**config.mk**
```make
export PLATFORM = sky130hd
export DESIGN_NAME = uart_fifo_bridge
export DESIGN_NICKNAME = d
export VERILOG_FILES = /design/src/rtl/uart_fifo_bridge.sv
export SDC_FILE = /design/constraint.sdc
export NUM_CORES = 1
export LEC_CHECK = 0
export BUFFER_PORTS_ARGS = -buffer_cell sky130_fd_sc_hd__buf_2
export CORE_MARGIN = 5
export CORE_UTILIZATION = 60
export CTS_BUF_LIST = sky130_fd_sc_hd__clkbuf_16
export DETAILED_ROUTE_END_ITERATION = 6
export PLACE_DENSITY = 0.78
export SYNTH_ARGS = -nofsm -noshare
export SYNTH_HDL_FRONTEND = slang
export SYNTH_SLANG_ARGS = --single-unit
```
**constraint.sdc**
```tcl
create_clock -name clk -period 3.3 [get_ports clk]
set_clock_uncertainty 0.1 [all_clocks]
set_input_delay 0.33 -clock clk [delete_from_list [all_inputs] [get_ports clk]]
set_output_delay 0.33 -clock clk [all_outputs]
set_load 0.01 [all_outputs]
```
**src/rtl/uart_fifo_bridge.sv**
```systemverilog
// Byte-stream bridge between the fabric and the uart send/done, ready/dout handshakes.
// TX FIFO feeds a three-state sender; RX FIFO is read through a show-ahead port.
module uart_fifo_bridge #(
  parameter int AddrWidth   = 4,
  parameter int ErrCntWidth = 8
) (
  input  logic                   clk,
  input  logic                   reset,
  input  logic [7:0]             wr_data,
  input  logic                   wr_en,
  output logic                   tx_full,
  output logic [AddrWidth:0]     tx_level,
  output logic                   tx_busy,
  output logic                   tx_drop,
  output logic [7:0]             uart_din,
  output logic                   uart_send,
  input  logic                   uart_done,
  input  logic                   uart_ready,
  input  logic [7:0]             uart_dout,
  input  logic                   uart_rxerr,
  output logic [7:0]             rd_data,
  output logic                   rd_empty,
  input  logic                   rd_en,
  output logic [AddrWidth:0]     rx_level,
  output logic                   rx_ovf,
  output logic [ErrCntWidth-1:0] rx_err_cnt,
  input  logic                   flag_clr
);

  localparam int Depth = 1 << AddrWidth;
  localparam logic [AddrWidth:0] FullLvl =
    (AddrWidth+1)'(Depth);

  typedef enum logic [1:0] {
    IDLE = 2'd0,
    SEND = 2'd1,
    GAP  = 2'd2
  } tx_state_e;

  // uart shifts din[0] first, so byte bit 7 sits at din[0]
  function automatic logic [7:0] rev8(
    input logic [7:0] b
  );
    logic [7:0] r;
    for (int i = 0; i < 8; i++) begin
      r[i] = b[7-i];
    end
    return r;
  endfunction

  // ---------------- TX FIFO ----------------
  logic [7:0]           tx_mem [Depth];
  logic [AddrWidth-1:0] tx_wptr;
  logic [AddrWidth-1:0] tx_rptr;
  logic [AddrWidth:0]   tx_cnt;
  logic                 tx_empty;
  logic                 tx_push;
  logic                 tx_pop;

  tx_state_e state;
  tx_state_e state_nxt;

  assign tx_empty = (tx_cnt == '0);
  assign tx_full  = (tx_cnt == FullLvl);
  assign tx_level = tx_cnt;
  // a pop in the same cycle frees the slot
  assign tx_push  = wr_en && (!tx_full || tx_pop);

  always_ff @(posedge clk) begin
    if (tx_push) begin
      tx_mem[tx_wptr] <= wr_data;
    end
  end

  always_ff @(posedge clk) begin
    if (reset) begin
      tx_wptr <= '0;
      tx_rptr <= '0;
      tx_cnt  <= '0;
    end else begin
      if (tx_push) begin
        tx_wptr <= tx_wptr + AddrWidth'(1);
      end
      if (tx_pop) begin
        tx_rptr <= tx_rptr + AddrWidth'(1);
      end
      unique case ({tx_push, tx_pop})
        2'b10:   tx_cnt <= tx_cnt + (AddrWidth+1)'(1);
        2'b01:   tx_cnt <= tx_cnt - (AddrWidth+1)'(1);
        default: tx_cnt <= tx_cnt;
      endcase
    end
  end

  always_ff @(posedge clk) begin
    if (reset) begin
      tx_drop <= 1'b0;
    end else if (flag_clr) begin
      tx_drop <= 1'b0;
    end else if (wr_en && !tx_push) begin
      tx_drop <= 1'b1;
    end
  end

  // ---------------- TX FSM ----------------
  always_ff @(posedge clk) begin
    if (reset) begin
      state <= IDLE;
    end else begin
      state <= state_nxt;
    end
  end

  always_comb begin
    state_nxt = state;
    unique case (state)
      IDLE: begin
        if (!tx_empty) begin
          state_nxt = SEND;
        end
      end
      SEND: begin
        if (uart_done) begin
          state_nxt = GAP;
        end
      end
      GAP:     state_nxt = IDLE;
      default: state_nxt = IDLE;
    endcase
  end

  always_comb begin
    uart_send = 1'b0;
    tx_busy   = 1'b0;
    tx_pop    = 1'b0;
    unique case (state)
      IDLE: tx_pop = !tx_empty;
      SEND: begin
        uart_send = 1'b1;
        tx_busy   = 1'b1;
      end
      GAP:     tx_busy = 1'b1;
      default: tx_busy = 1'b0;
    endcase
  end

  always_ff @(posedge clk) begin
    if (reset) begin
      uart_din <= 8'h00;
    end else if (tx_pop) begin
      uart_din <= rev8(tx_mem[tx_rptr]);
    end
  end

  // ---------------- RX FIFO ----------------
  logic [7:0]           rx_mem [Depth];
  logic [AddrWidth-1:0] rx_wptr;
  logic [AddrWidth-1:0] rx_rptr;
  logic [AddrWidth:0]   rx_cnt;
  logic                 rx_full;
  logic                 rx_push;
  logic                 rx_pop;
  logic                 rx_acc;

  assign rd_empty = (rx_cnt == '0);
  assign rx_full  = (rx_cnt == FullLvl);
  assign rx_level = rx_cnt;
  assign rx_push  = uart_ready && !uart_rxerr;
  assign rx_pop   = rd_en && !rd_empty;
  assign rx_acc   = rx_push && (!rx_full || rx_pop);
  assign rd_data  = rd_empty ? 8'h00 : rx_mem[rx_rptr];

  always_ff @(posedge clk) begin
    if (rx_acc) begin
      rx_mem[rx_wptr] <= rev8(uart_dout);
    end
  end

  always_ff @(posedge clk) begin
    if (reset) begin
      rx_wptr <= '0;
      rx_rptr <= '0;
      rx_cnt  <= '0;
    end else begin
      if (rx_acc) begin
        rx_wptr <= rx_wptr + AddrWidth'(1);
      end
      if (rx_pop) begin
        rx_rptr <= rx_rptr + AddrWidth'(1);
      end
      unique case ({rx_acc, rx_pop})
        2'b10:   rx_cnt <= rx_cnt + (AddrWidth+1)'(1);
        2'b01:   rx_cnt <= rx_cnt - (AddrWidth+1)'(1);
        default: rx_cnt <= rx_cnt;
      endcase
    end
  end

  always_ff @(posedge clk) begin
    if (reset) begin
      rx_ovf <= 1'b0;
    end else if (flag_clr) begin
      rx_ovf <= 1'b0;
    end else if (rx_push && !rx_acc) begin
      rx_ovf <= 1'b1;
    end
  end

  always_ff @(posedge clk) begin
    if (reset) begin
      rx_err_cnt <= '0;
    end else if (flag_clr) begin
      rx_err_cnt <= '0;
    end else if (uart_rxerr && (rx_err_cnt != '1)) begin
      rx_err_cnt <= rx_err_cnt + ErrCntWidth'(1);
    end
  end

endmodule

```
* After elaboration in Yosys (flattened, before gate mapping)
Memories as Yosys holds them, arrays and structs flattened. A register that Yosys moved wholly into a read port is not among the register bits.
Index checks and enable logic that the tools add are counted.
** Storage, ports and cells
- Word-level logic and storage cells :: 71
- Memory bits (writable) :: 256
- Memories kept :: 2
- Output and inout bits :: 40
- Bits in registers :: 38
** Cells by class
- Multiplexer cells :: 15
- $add $sub $neg :: 9
- Equal/unequal tests :: 11
- Reductions and logical operators :: 24
** Memories
- rx_mem :: depth 16, width 8, read ports 1, clocked after Yosys merged registers in 1, write ports 1, RTL line 156 : logic [7:0] rx_mem [Depth];
- tx_mem :: depth 16, width 8, read ports 1, clocked after Yosys merged registers in 1, write ports 1, RTL line 52 : logic [7:0] tx_mem [Depth];
** Operators by type and width (number)
- $pmux 5 s2 :: 2
- $add 4x1->4 const B :: 4
- $add 5x1->5 const B :: 2
- $eq 5x5->1 const B :: 2
- $logic_not 5->1 :: 2
- $sub 5x1->5 const B :: 2
- $add 8x1->8 const B :: 1
- $mux 4 :: 2
- $mux 8 :: 1
- $ne 8x8->1 const B :: 1
- $logic_and 1x1->1 :: 7
- $logic_not 1->1 :: 7
- $mux 1 :: 7
- $eq 2x1->1 const B :: 3
- $eq 2x2->1 const B :: 3
- $mux 2 :: 2
- $ne 2x2->1 const B :: 2
- $pmux 2 s2 :: 1
- $reduce_bool 2->1 :: 2
- $reduce_or 2->1 :: 2
- $logic_not 2->1 :: 1
- $logic_or 1x1->1 :: 2
- $reduce_and 2->1 :: 1

* Longest topological paths before layout
Gate-level depths: netlist (run 1).
- Depth after elaboration :: 7
- Gate-level depth with buffers :: 12
- Gate-level depth less buffers :: 11

* Worst setup path after synthesis (run 1)
No wires, ideal clock.
- Path kind :: register to register
- From :: register state[0]
- To :: register tx_cnt[4], in the netlist tx_level[4]
- Path buffers :: 1
- Setup time :: 134 ps
- Arrival time :: 2409 ps
- Stages on the path, launching flop included :: 13
- Period minus slack after synthesis :: 2643 ps
- Required time :: 3066 ps
- Setup slack :: 657 ps
- Cell sequence :: dfxtp_1 > inv_1 > ha_1 > clkbuf_1 > a21boi_0 > nand2b_1 > inv_1 > ha_1 > nor2b_1 > o21a_1 > or2_2 > o211ai_1 > a31oi_1
** On the way
- Cells in the longest elaborated chain, start to end :: 6
** Ends and longest elaborated chain
- from (decl) :: RTL line 60 : tx_state_e state;
- from (signal assigned) :: RTL line 110 : state <= state_nxt;
- $logic_not 2->1 * :: RTL line 136 : unique case (state)
- $mux 1 * :: RTL line 136
- $logic_or 1x1->1 :: RTL line 67 : assign tx_push = wr_en && (!tx_full || tx_pop);
- $logic_and 1x1->1 :: RTL line 67
- $eq 2x1->1 or $eq 2x2->1 (tied branches) :: RTL line 87 : unique case ({tx_push, tx_pop})
- $pmux 5 s2 or $reduce_bool 2->1 (tied branches)
- to (signal assigned) :: RTL line 88 : 2'b10: tx_cnt <= tx_cnt + (AddrWidth+1)'(1);
- to (signal assigned) :: RTL line 89 : 2'b01: tx_cnt <= tx_cnt - (AddrWidth+1)'(1);
- to (signal assigned) :: RTL line 90 : default: tx_cnt <= tx_cnt;
- to (decl) :: RTL line 55 : logic [AddrWidth:0] tx_cnt;
Mark *: on every way between the ends. The rest lies on a longest branch, timed or not.
A chain may end at the register's enable or synchronous reset.

* Final worst setup path (run 1)
- From :: register rx_cnt[0], in the netlist rx_level[0]
- To :: output rd_data[0]
** On the way
- Cells in the longest elaborated chain, start to end :: 2
** Ends and longest elaborated chain
- from (decl) :: RTL line 159 : logic [AddrWidth:0] rx_cnt;
- from (signal assigned) :: RTL line 192 : 2'b10: rx_cnt <= rx_cnt + (AddrWidth+1)'(1);
- from (signal assigned) :: RTL line 193 : 2'b01: rx_cnt <= rx_cnt - (AddrWidth+1)'(1);
- from (signal assigned) :: RTL line 194 : default: rx_cnt <= rx_cnt;
- $logic_not 5->1 :: RTL line 165 : assign rd_empty = (rx_cnt == '0);
- $mux 8 :: RTL line 171 : assign rd_data = rd_empty ? 8'h00 : rx_mem[rx_rptr];
- to (decl) :: RTL line 21 : output logic [7:0] rd_data,
No other way between the ends.

==> summary.txt, run 1 <==
Synth
  – Syn_area_per_cell: ~17 sq um
  – Synth Flop Type: edfxtp_1
  – Ranking of synthesized cells by area: edfxtp_1, mux4_2, dfxtp_1, mux2i_1, nor2_1
  – Post-Syn Nets: 784
  – EDFF count, synth: 256
  – Post-synth top area cell: edfxtp_1
  – Top cells by count, synth: edfxtp_1, nor2_1, mux2i_1, dfxtp_1, mux4_2
  – Syn Inst Count: 738
  – Distinct cells, synth: 45
  – Seq/Total Area, Yosys: 70.7%
  – Top-count cell post-synth: edfxtp_1
  – Seq cells post-synth: 306
  – Synth warn: 0
  – Yosys top cell area share: between 60 and 70%
  – Post-Synthesis Cell Area: 12300 sq um
  – Async set-or-reset flop fraction in the synthesized netlist: 0%

Worst hold path
  – Worst Hold Depth: 3
  – Worst hold path class: in -> reg
  – Hold Startpoint: uart_done
  – Hold Path Sink: state[1]

STA
  – Setup TNS: 0 ps
  – F_max: approximately 0.32 GHz
  – Max-slew violations: 0
  – Final setup viols: 0
  – RSZ-0062 raised after global routing: no
  – Hold Fails Final Rpt: 0
  – Final min period: 3090 ps
  – Worst-Margin Slew: 1070 ps
  – Slew headroom: 28.4%
  – Final period util: 93.7%

Power and ir drop
  – Lkg Pwr: 4.66 nW
  – Power per cell area: 733 nW/um^2
  – Peak VDD IR: approximately 0.57 mV

Clock network
  – Reg clk slew, reported paths: 60 ps
  – Cts repair resizes: 0
  – Post-CTS setup buffer count: 0
  – Num CTS Buffers: 29
  – TritonCTS sink count: 306
  – Htree depth: 1
  – TritonCTS clock tree: yes
  – Clock Tree Root: clkbuf_16
  – Max Root-Sink Buffers: 3
  – Hold buffers post-CTS: 0
  – Clock Latency Late Sink: 530 ps

Critical path
  – Reg2reg end: rx_level[4]
  – Reg2reg start: rx_level[0]
  – Reg2Reg Depth: 9
  – CP arrival: between 2000 and 3000 ps
  – Worst setup EP type: output port
  – Largest delay share family, worst path: compound AO/OA/AOI/OAI gates
  – Cell breakdown of the critical path: or4_1, o21ai_1, o22ai_1, buf_2
  – Setup CP Type: reg -> out
  – Crit-path max FO: 8
  – Delay of the slowest cell on the worst path: 700 ps
  – Buf/Inv on CP: 1
  – Worst EP required: between 2000 and 3000 ps
  – Startpoint Class: flip-flop
  – Slowest cell on crit path: o21ai_1
  – Setup slack, reg-to-reg: 440 ps

Finish
  – Final net count: 865
  – Antenna diodes: 0
  – Post-route insts no fill: 1111
  – Area growth, synth to finish: 13.1%
  – Share of cells above drive strength 1: 22.2%

Place
  – Gp weighted congestion: about 0.84
  – Hpwl dp: 16000 microns
  – Placed instance count: 1058
  – Port Buffer Count: 63

Floorplanning
  – Die Ht: 153 microns
  – Initial core utilization: 60.9%
  – Ports: 64
  – Die Area: 23400 sq um
  – Chip width: ~150 microns
  – Core area: 20200 sq um
  – Rows: 52

Global routing
  – Vias in the first global route: between 6000 and 7000
  – Met1 Track Usage GR: 25.1%
  – Largest net degree at the start of global routing: 39
  – M2 GR Usage: 38.8%
  – Overflow after GRT: 0
  – Global-route wire length before repair: 38400 microns
  – GR Layer Usage met3: 2.43%
  – Top Usage Layer GRT: met2
  – GRT Total Usage: 20.8%
  – Initial antenna violation count: 0

Job
  – Max-cap violations: 0

Detailed routing
  – Vias: 6670
  – DRC viols: 0
  – Iter 0 DRT Violations: 467
  – Routed wire length: 24400 microns
  – Drt via density: 6.00
  – Mean routed wirelength per cell: 22.0 microns
  – Number of detailed-route iterations in the first pass: 5
  – Post-route ant nets: 0

Status
  – Status: finished, final reports clean
[layer usage]
| layer | vias to the layer above | routed length [microns] |
|---|---|---|
| li1 | 3013 | - |
| met1 | 3397 | 9260 |
| met2 | 205 | 13100 |
| met3 | 55 | 1230 |
| met4 | 0 | 825 |
| met5 | - | 0 |
[where the power goes]
part	total [W]	switching (W)	internal, W
Combinational	0.00251	0.00142	0.00109
Sequential	0.00452	0.000152	0.00437
Clock	0.00314	0.00132	0.00182
[logic make-up after synthesis]
kind of cell             share of synthesized area (%)
flip-flops                                        70.7
AND/OR/NAND/NOR                                   5.92
multiplexers                                      13.7
AO/OA/AOI/OAI                                     3.77
buffers and inverters                             1.89
XOR/XNOR                                          1.64
adder cells (fa/ha/maj)                           2.36
[worst reg2reg max path, cell delays in order, from the launching register on]
cell      delay, ps
dfxtp_1         340
or4_1           680
o221ai_2        320
inv_1           140
ha_1            340
nor2b_1         160
o21a_1          180
nor3_1          190
o21ai_0         120
nor3b_1         150
[stage by stage]
| step | area [sq um] | util, % | setup slack [ps] | hold WS [ps] | total power [W] |
|---|---|---|---|---|---|
| 2_1_floorplan | 12300 | - | 657 | 329 | 0.00636 |
| 3_3_place_gp | 13000 | 64.4 | 608 | 358 | 0.00698 |
| 3_5_place_dp | 13000 | 64.4 | 483 | 361 | 0.00711 |
| 4_1_cts | 13900 | 68.9 | 193 | 23.1 | 0.0103 |
| 5_1_grt | 13900 | 68.9 | 41.6 | 69.2 | 0.0106 |
| 6_report | 13900 | 68.9 | 209 | 48.1 | 0.0102 |
[how the worst max path moves through the flow]
stage                     start          end  depth (start not counted)
floorplan              state[0]  tx_level[4]                         12
global placement    rx_level[0]  rx_level[4]                          9
detailed placement  rx_level[0]  rx_level[4]                          9
CTS                 rx_level[0]   rd_data[0]                          4
global route        rx_level[0]   rd_data[2]                          4
finish              rx_level[0]   rd_data[0]                          4
[flip-flops by register name (all words and copies together) (netlist names), 2 cells and up, named ones only]
register / count
tx_level: 5
rx_wptr: 4
rx_mem: 128
tx_wptr: 4
tx_rptr: 4
rx_err_cnt: 8
state: 2
rx_rptr: 4
rx_level: 5
tx_mem: 128
uart_din: 8
[final cells by class]
class / instances / area [sq um]
inverter: 18 / 67.6
fill: 1312 / 6280
multi-input combinational: 375 / 3360
clock inverter: 24 / 183
clock buffer: 29 / 726
timing repair buffer: 89 / 523
tap: 270 / 338
sequential: 306 / 8690
[layout by cell type (no fill, tap or decap), types with 3 or more instances in the layout]
cell type,Yosys,final
xor2_1,9,9
nor2_1,73,73
nor3_1,23,23
or2_2,3,3
o22ai_1,24,24
o21a_1,3,3
dfxtp_1,50,48
buf_4,0,25
mux2i_1,56,56
xnor2_1,14,14
clkbuf_16,0,29
edfxtp_1,256,256
bufinv_16,0,3
clkinv_1,0,7
mux4_2,48,48
inv_1,18,25
nor2b_1,7,7
a21oi_1,9,9
ha_1,20,20
buf_2,9,63
clkinv_2,0,5
a22o_1,8,8
nand3_1,8,8
o21ai_0,5,5
nand2_1,18,18
nand4_1,5,5
nand2b_1,6,6
nor4_1,9,9
No activity file was read; power rests on OpenSTA's default activity.
==> run 2: changes to the inputs <==
--- a/config.mk
+++ b/config.mk
@@ -10,6 +10,7 @@
 export CORE_UTILIZATION = 60
 export CTS_BUF_LIST = sky130_fd_sc_hd__clkbuf_16
 export DETAILED_ROUTE_END_ITERATION = 6
+export GPL_TIMING_DRIVEN = 0
 export PLACE_DENSITY = 0.78
 export SYNTH_ARGS = -nofsm -noshare
 export SYNTH_HDL_FRONTEND = slang
==> summary.txt, run 2 (synthesis gave the netlist of run 1 again) <==
Global routing
  – Overflow after GRT: 0
  – Global-route wire length before repair: 38700 microns
  – GRT Total Usage: 21.1%
  – Vias in the first global route: 6833
  – Largest net degree at the start of global routing: 17
  – Initial antenna violation count: 0

Floorplanning
  – Die Ht: 153 microns
  – Rows: 52
  – Core area: approximately 20000 sq um
  – Die Area: 23400 sq um
  – Initial core utilization: 60.9%
  – Ports: 64
  – Chip width: 153 microns

Finish
  – Final net count: 880
  – FILL cells: 1337
  – Commonest non-fill, non-tap cell in the layout: edfxtp_1
  – Util after Layout: 68.6%
  – Area growth, synth to finish: 12.6%
  – Antenna diodes: 0
  – Most frequent cells in the layout: edfxtp_1, nor2_1, buf_2
  – Share of cells above drive strength 1: 19.8%
  – Largest registers: rx_mem: 128 flops, tx_mem: 128 flops
  – Design Area, Final: 13800 sq um

Detailed routing
  – Mean routed wirelength per cell: about 22 microns
  – Iter 0 DRT Violations: 600
  – Routed wire length: 24800 microns
  – DRC viols: 0
  – Vias: around 6700
  – Number of detailed-route iterations in the first pass: 7
  – Drt via density: 5.94
  – Post-route ant nets: 0

Power and ir drop
  – Clock share of power: 29.9%
  – Peak VDD IR: 0.532 mV
  – Cell-internal power: 0.00715 W
  – Seq pwr share: 44.8%
  – Lkg Pwr: 4.62 nW
  – Combinational Power Share: between 20% and 30%
  – Sw frac: around 29%
  – Switching pwr: slightly below 0.003 W
  – Power per cell area: approximately 730 nW/um^2

STA
  – Final min period: approximately 3200 ps
  – Final setup viols: 0
  – Setup TNS: 0 ps
  – F_max: 0.314 GHz
  – Max-slew violations: 0
  – Final setup margin: between 100 and 150 ps
  – Hold Fails Final Rpt: 0
  – Final period util: between 90% and 100%
  – Hold WS: 65.5 ps
  – Slew headroom: 15.2%
  – RSZ-0062 raised after global routing: no
  – Worst-Margin Slew: around 1300 ps

Critical path
  – Slowest cell on crit path: clkbuf_1
  – Worst setup EP type: output port
  – Crit-path max FO: 10
  – Delay of the slowest cell on the worst path: 730 ps
  – Cell breakdown of the critical path: clkbuf_1, clkbuf_1, mux2i_1, o22ai_1, buf_2
  – Reg2Reg Depth: 12
  – Most numerous cell on the critical path: clkbuf_1
  – Setup CP Type: reg -> out
  – Worst EP required: 2870 ps
  – CP arrival: between 2000 and 3000 ps
  – Reg2reg start: state[1]
  – Startpoint Class: flip-flop
  – Largest delay share family, worst path: buffers and inverters
  – Buf/Inv on CP: 3
  – Number of stages on the worst setup path: 5

Place
  – Post-DP Area: roughly 13000 sq um
  – Placement Setup Slack: about 120 ps
  – Port Buffer Count: 63
  – Gp weighted congestion: a little over 0.8
  – Hpwl dp: 16400 microns

Clock network
  – Clock Tree Root: clkbuf_16
  – Reg clk slew, reported paths: ~60 ps
  – Clock Latency Late Sink: 530 ps
  – TritonCTS sink count: 306
  – TritonCTS clock tree: yes
  – Max Root-Sink Buffers: 3
  – Num CTS Buffers: 30
  – Post-CTS setup buffer count: 0
  – Htree depth: 1

Job
  – Max-cap violations: 0

Worst hold path
  – Hold Startpoint: wr_en
  – Worst Hold Depth: 3
  – Worst hold path class: in -> reg

Status
  – Status: finished, final reports clean
[run 2: layout make-up]
type	instances	area [sq um]	share of cell area, %
Buffer	39	168	1.21
Clock buffer	31	776	5.61
Clock inverter	24	101	0.733
Inverter	18	67.6	0.489
Multi-Input combinational cell	375	3370	24.3
Sequential cell	306	8690	62.8
Tap cell	270	338	2.44
Timing Repair Buffer	64	325	2.35
[run 2: what timing repair did]
item	4_1_cts	5_1_grt
resized for setup	0	2
setup endpoints to repair	0	2
hold buffers	1	0
endpoints found under the hold margin	1	0
[run 2: worst paths after layout]
kind | end | slack (ps)
worst max-delay path | rd_data[6] | 120
worst min-delay path | tx_level[4] | 70
worst max register to register | tx_level[4] | 290
worst min register to register | rx_ovf | 370
[run 2: stage by stage]
step                total power (W)  cells
finish                       0.0101   1127
detailed placement          0.00714   1071
floorplan                   0.00636    738
CTS                          0.0101   1127
global placement            0.00702   1071
global route                 0.0106   1127
[run 2: power groups by stage]
stage	clock network, W	registers, W	logic, W
4_1_cts	0.00306	0.00452	0.00256
3_5_place_dp	0	0.00459	0.00254
3_3_place_gp	0	0.00458	0.00244
6_report	0.00302	0.00452	0.00254
2_1_floorplan	0	0.00460	0.00177
5_1_grt	0.00323	0.00453	0.00280
[run 2: worst reg2reg max path, delay by kind of cell, from the launching register on]
family / cells / cell delay [ps]
buffers and inverters: 3 / 510
DFF: 1 / 310
adders and majority gates: 2 / 430
AOI/OAI and AO/OA: 4 / 910
and+or+nand+nor: 3 / 600
[run 2: layer usage]
layer	GRT usage (%)	up-vias	share of wire [%]
li1	-	3049	-
met1	27.7	3391	39
met2	37.8	224	53
met3	2.97	34	5.3
met4	4.50	0	1.8
met5	0	-	0
==> run 3: changes to the inputs <==
--- a/config.mk
+++ b/config.mk
@@ -7,11 +7,12 @@
 export LEC_CHECK = 0
 export BUFFER_PORTS_ARGS = -buffer_cell sky130_fd_sc_hd__buf_2
 export CORE_MARGIN = 5
-export CORE_UTILIZATION = 60
+export CORE_UTILIZATION = 40
 export CTS_BUF_LIST = sky130_fd_sc_hd__clkbuf_16
 export DETAILED_ROUTE_END_ITERATION = 6
 export GPL_TIMING_DRIVEN = 0
-export PLACE_DENSITY = 0.78
+export PLACE_DENSITY = 0.56
+export SETUP_SLACK_MARGIN = 0.4
 export SYNTH_ARGS = -nofsm -noshare
 export SYNTH_HDL_FRONTEND = slang
 export SYNTH_SLANG_ARGS = --single-unit
==> summary.txt, run 3 (synthesis gave the netlist of run 1 again) <==
Floorplanning
  – Initial core utilization: 40.4%
  – Rows: 64
  – Core area: 30400 sq um
  – Die Area: 34300 sq um
  – Die Ht: approximately 190 microns
  – Ports: 64
  – Chip width: approximately 190 microns

Detailed routing
  – Number of detailed-route iterations in the first pass: 4
  – Mean routed wirelength per cell: 19.9 microns
  – Drt via density: 5.12
  – Routed wire length: 25000 microns
  – Vias: 6451
  – Iter 0 DRT Violations: 337
  – DRC viols: 0
  – Post-route ant nets: 0

Global routing
  – Overflow after GRT: 0
  – Global-route wire length before repair: approximately 39000 microns
  – GRT Total Usage: 14.7%
  – Initial antenna violation count: 0
  – Largest net degree at the start of global routing: 17
  – Vias in the first global route: 6515

Finish
  – Share of cells above drive strength 1: 24.2%
  – Commonest non-fill, non-tap cell in the layout: edfxtp_1
  – Most frequent cells in the layout: edfxtp_1, buf_2, nor2_1
  – Util after Layout: around 47%
  – Area growth, synth to finish: 16.9%
  – Design Area, Final: 14400 sq um
  – Final net count: ~900
  – Antenna diodes: 0
  – Largest registers: rx_mem: 128 flops, tx_mem: 128 flops

Clock network
  – Max Root-Sink Buffers: 3
  – Clock Tree Root: clkbuf_16
  – Reg clk slew, reported paths: 60 ps
  – Htree depth: 2
  – Num CTS Buffers: 34
  – TritonCTS sink count: 306
  – Clock Latency Late Sink: roughly 510 ps
  – TritonCTS clock tree: yes

Place
  – Post-DP Area: approximately 13000 sq um
  – Gp weighted congestion: ~0.74
  – Port Buffer Count: 63
  – Hpwl dp: 16600 microns
  – Placement Setup Slack: 73.8 ps

STA
  – Setup TNS: 0 ps
  – F_max: between 0.3 and 0.4 GHz
  – Final period util: 84.1%
  – Final setup margin: between 500 and 600 ps
  – Hold Fails Final Rpt: 0
  – Hold WS: 63.4 ps
  – Max-slew violations: 0
  – Final min period: 2770 ps
  – Worst-Margin Slew: about 900 ps
  – Final setup viols: 0
  – Slew headroom: 39.7%
  – RSZ-0062 raised after global routing: no

Critical path
  – Reg2reg end: rx_level[4]
  – Startpoint Class: flip-flop
  – Reg2reg start: rx_level[0]
  – Worst EP required: ~2900 ps
  – Crit-path max FO: 8
  – Setup CP Type: reg -> out
  – CP arrival: approximately 2300 ps
  – Setup slack, reg-to-reg: slightly below 600 ps
  – Reg2Reg Depth: 10
  – Worst setup EP type: output port

Worst hold path
  – Hold Startpoint: uart_done
  – Worst Hold Depth: 3
  – Worst hold path class: in -> reg
  – Hold Path Sink: state[1]

Job
  – Max-cap violations: 0

Power and ir drop
  – Lkg Pwr: 4.78 nW
  – Peak VDD IR: 0.448 mV
  – Power per cell area: 756 nW/um^2

Status
  – Status: finished, final reports clean
-- run 3: report_power, final --
part	leakage [nW]	switching [W]	total, W	internal, W
clock	0.561	0.00146	0.00370	0.00224
combinational	1.51	0.00149	0.00265	0.00115
sequential	2.72	0.000134	0.00450	0.00437
-- run 3: layout make-up --
cell class / count / area (sq um)
clock buffers: 35 / 876
flip-flops and latches: 306 / 8690
fillers: 2658 / 16100
repair buffers: 65 / 330
plain buffers: 39 / 194
inverters: 18 / 67.6
multi-input cells: 375 / 3470
well taps: 396 / 495
clock inverters: 26 / 236
-- run 3: repair_timing --
action                                 4_1_cts  5_1_grt
gates resized for setup                     15       24
hold buffers                                 0        0
setup endpoints to repair                   41       88
buffers inserted                             0        2
endpoints found under the hold margin        0        0
pin swaps                                    0        1
-- run 3: worst max-delay path by stage --
stage                      from  slack, ps            to  cells past startpoint
finish              rx_level[0]        530    rd_data[5]                      7
global route        tx_level[1]        400  tx_mem[3][3]                      6
CTS                    state[1]        260   tx_level[4]                     12
detailed placement     state[1]         70   tx_level[4]                     12
global placement       state[1]        120   tx_level[4]                     12
floorplan              state[0]        660   tx_level[4]                     12
-- run 3: per-layer routing --
| metal | vias to the layer above | share of wire, % | track usage, % |
|---|---|---|---|
| met5 | - | 0 | 0 |
| met4 | 0 | 2.2 | 3.96 |
| met3 | 38 | 4.6 | 2.91 |
| met2 | 130 | 48 | 23.7 |
| met1 | 3221 | 45 | 20.6 |
| li1 | 3062 | - | - |
-- run 3: per-stage QoR --
stage | total power (W) | cells
final | 0.0109 | 1260
after global routing | 0.0114 | 1260
after CTS | 0.0109 | 1258
after detailed placement | 0.00717 | 1197
after global placement | 0.00714 | 1197
after floorplan | 0.00636 | 738
-- run 3: worst max-delay path, stage by stage (launching register included) --
cell     delay (ps)
dfxtp_1         340
or4_1           520
buf_2           200
nor2_1          120
or2_2           120
buf_2           210
o22ai_1         160
buf_2           170
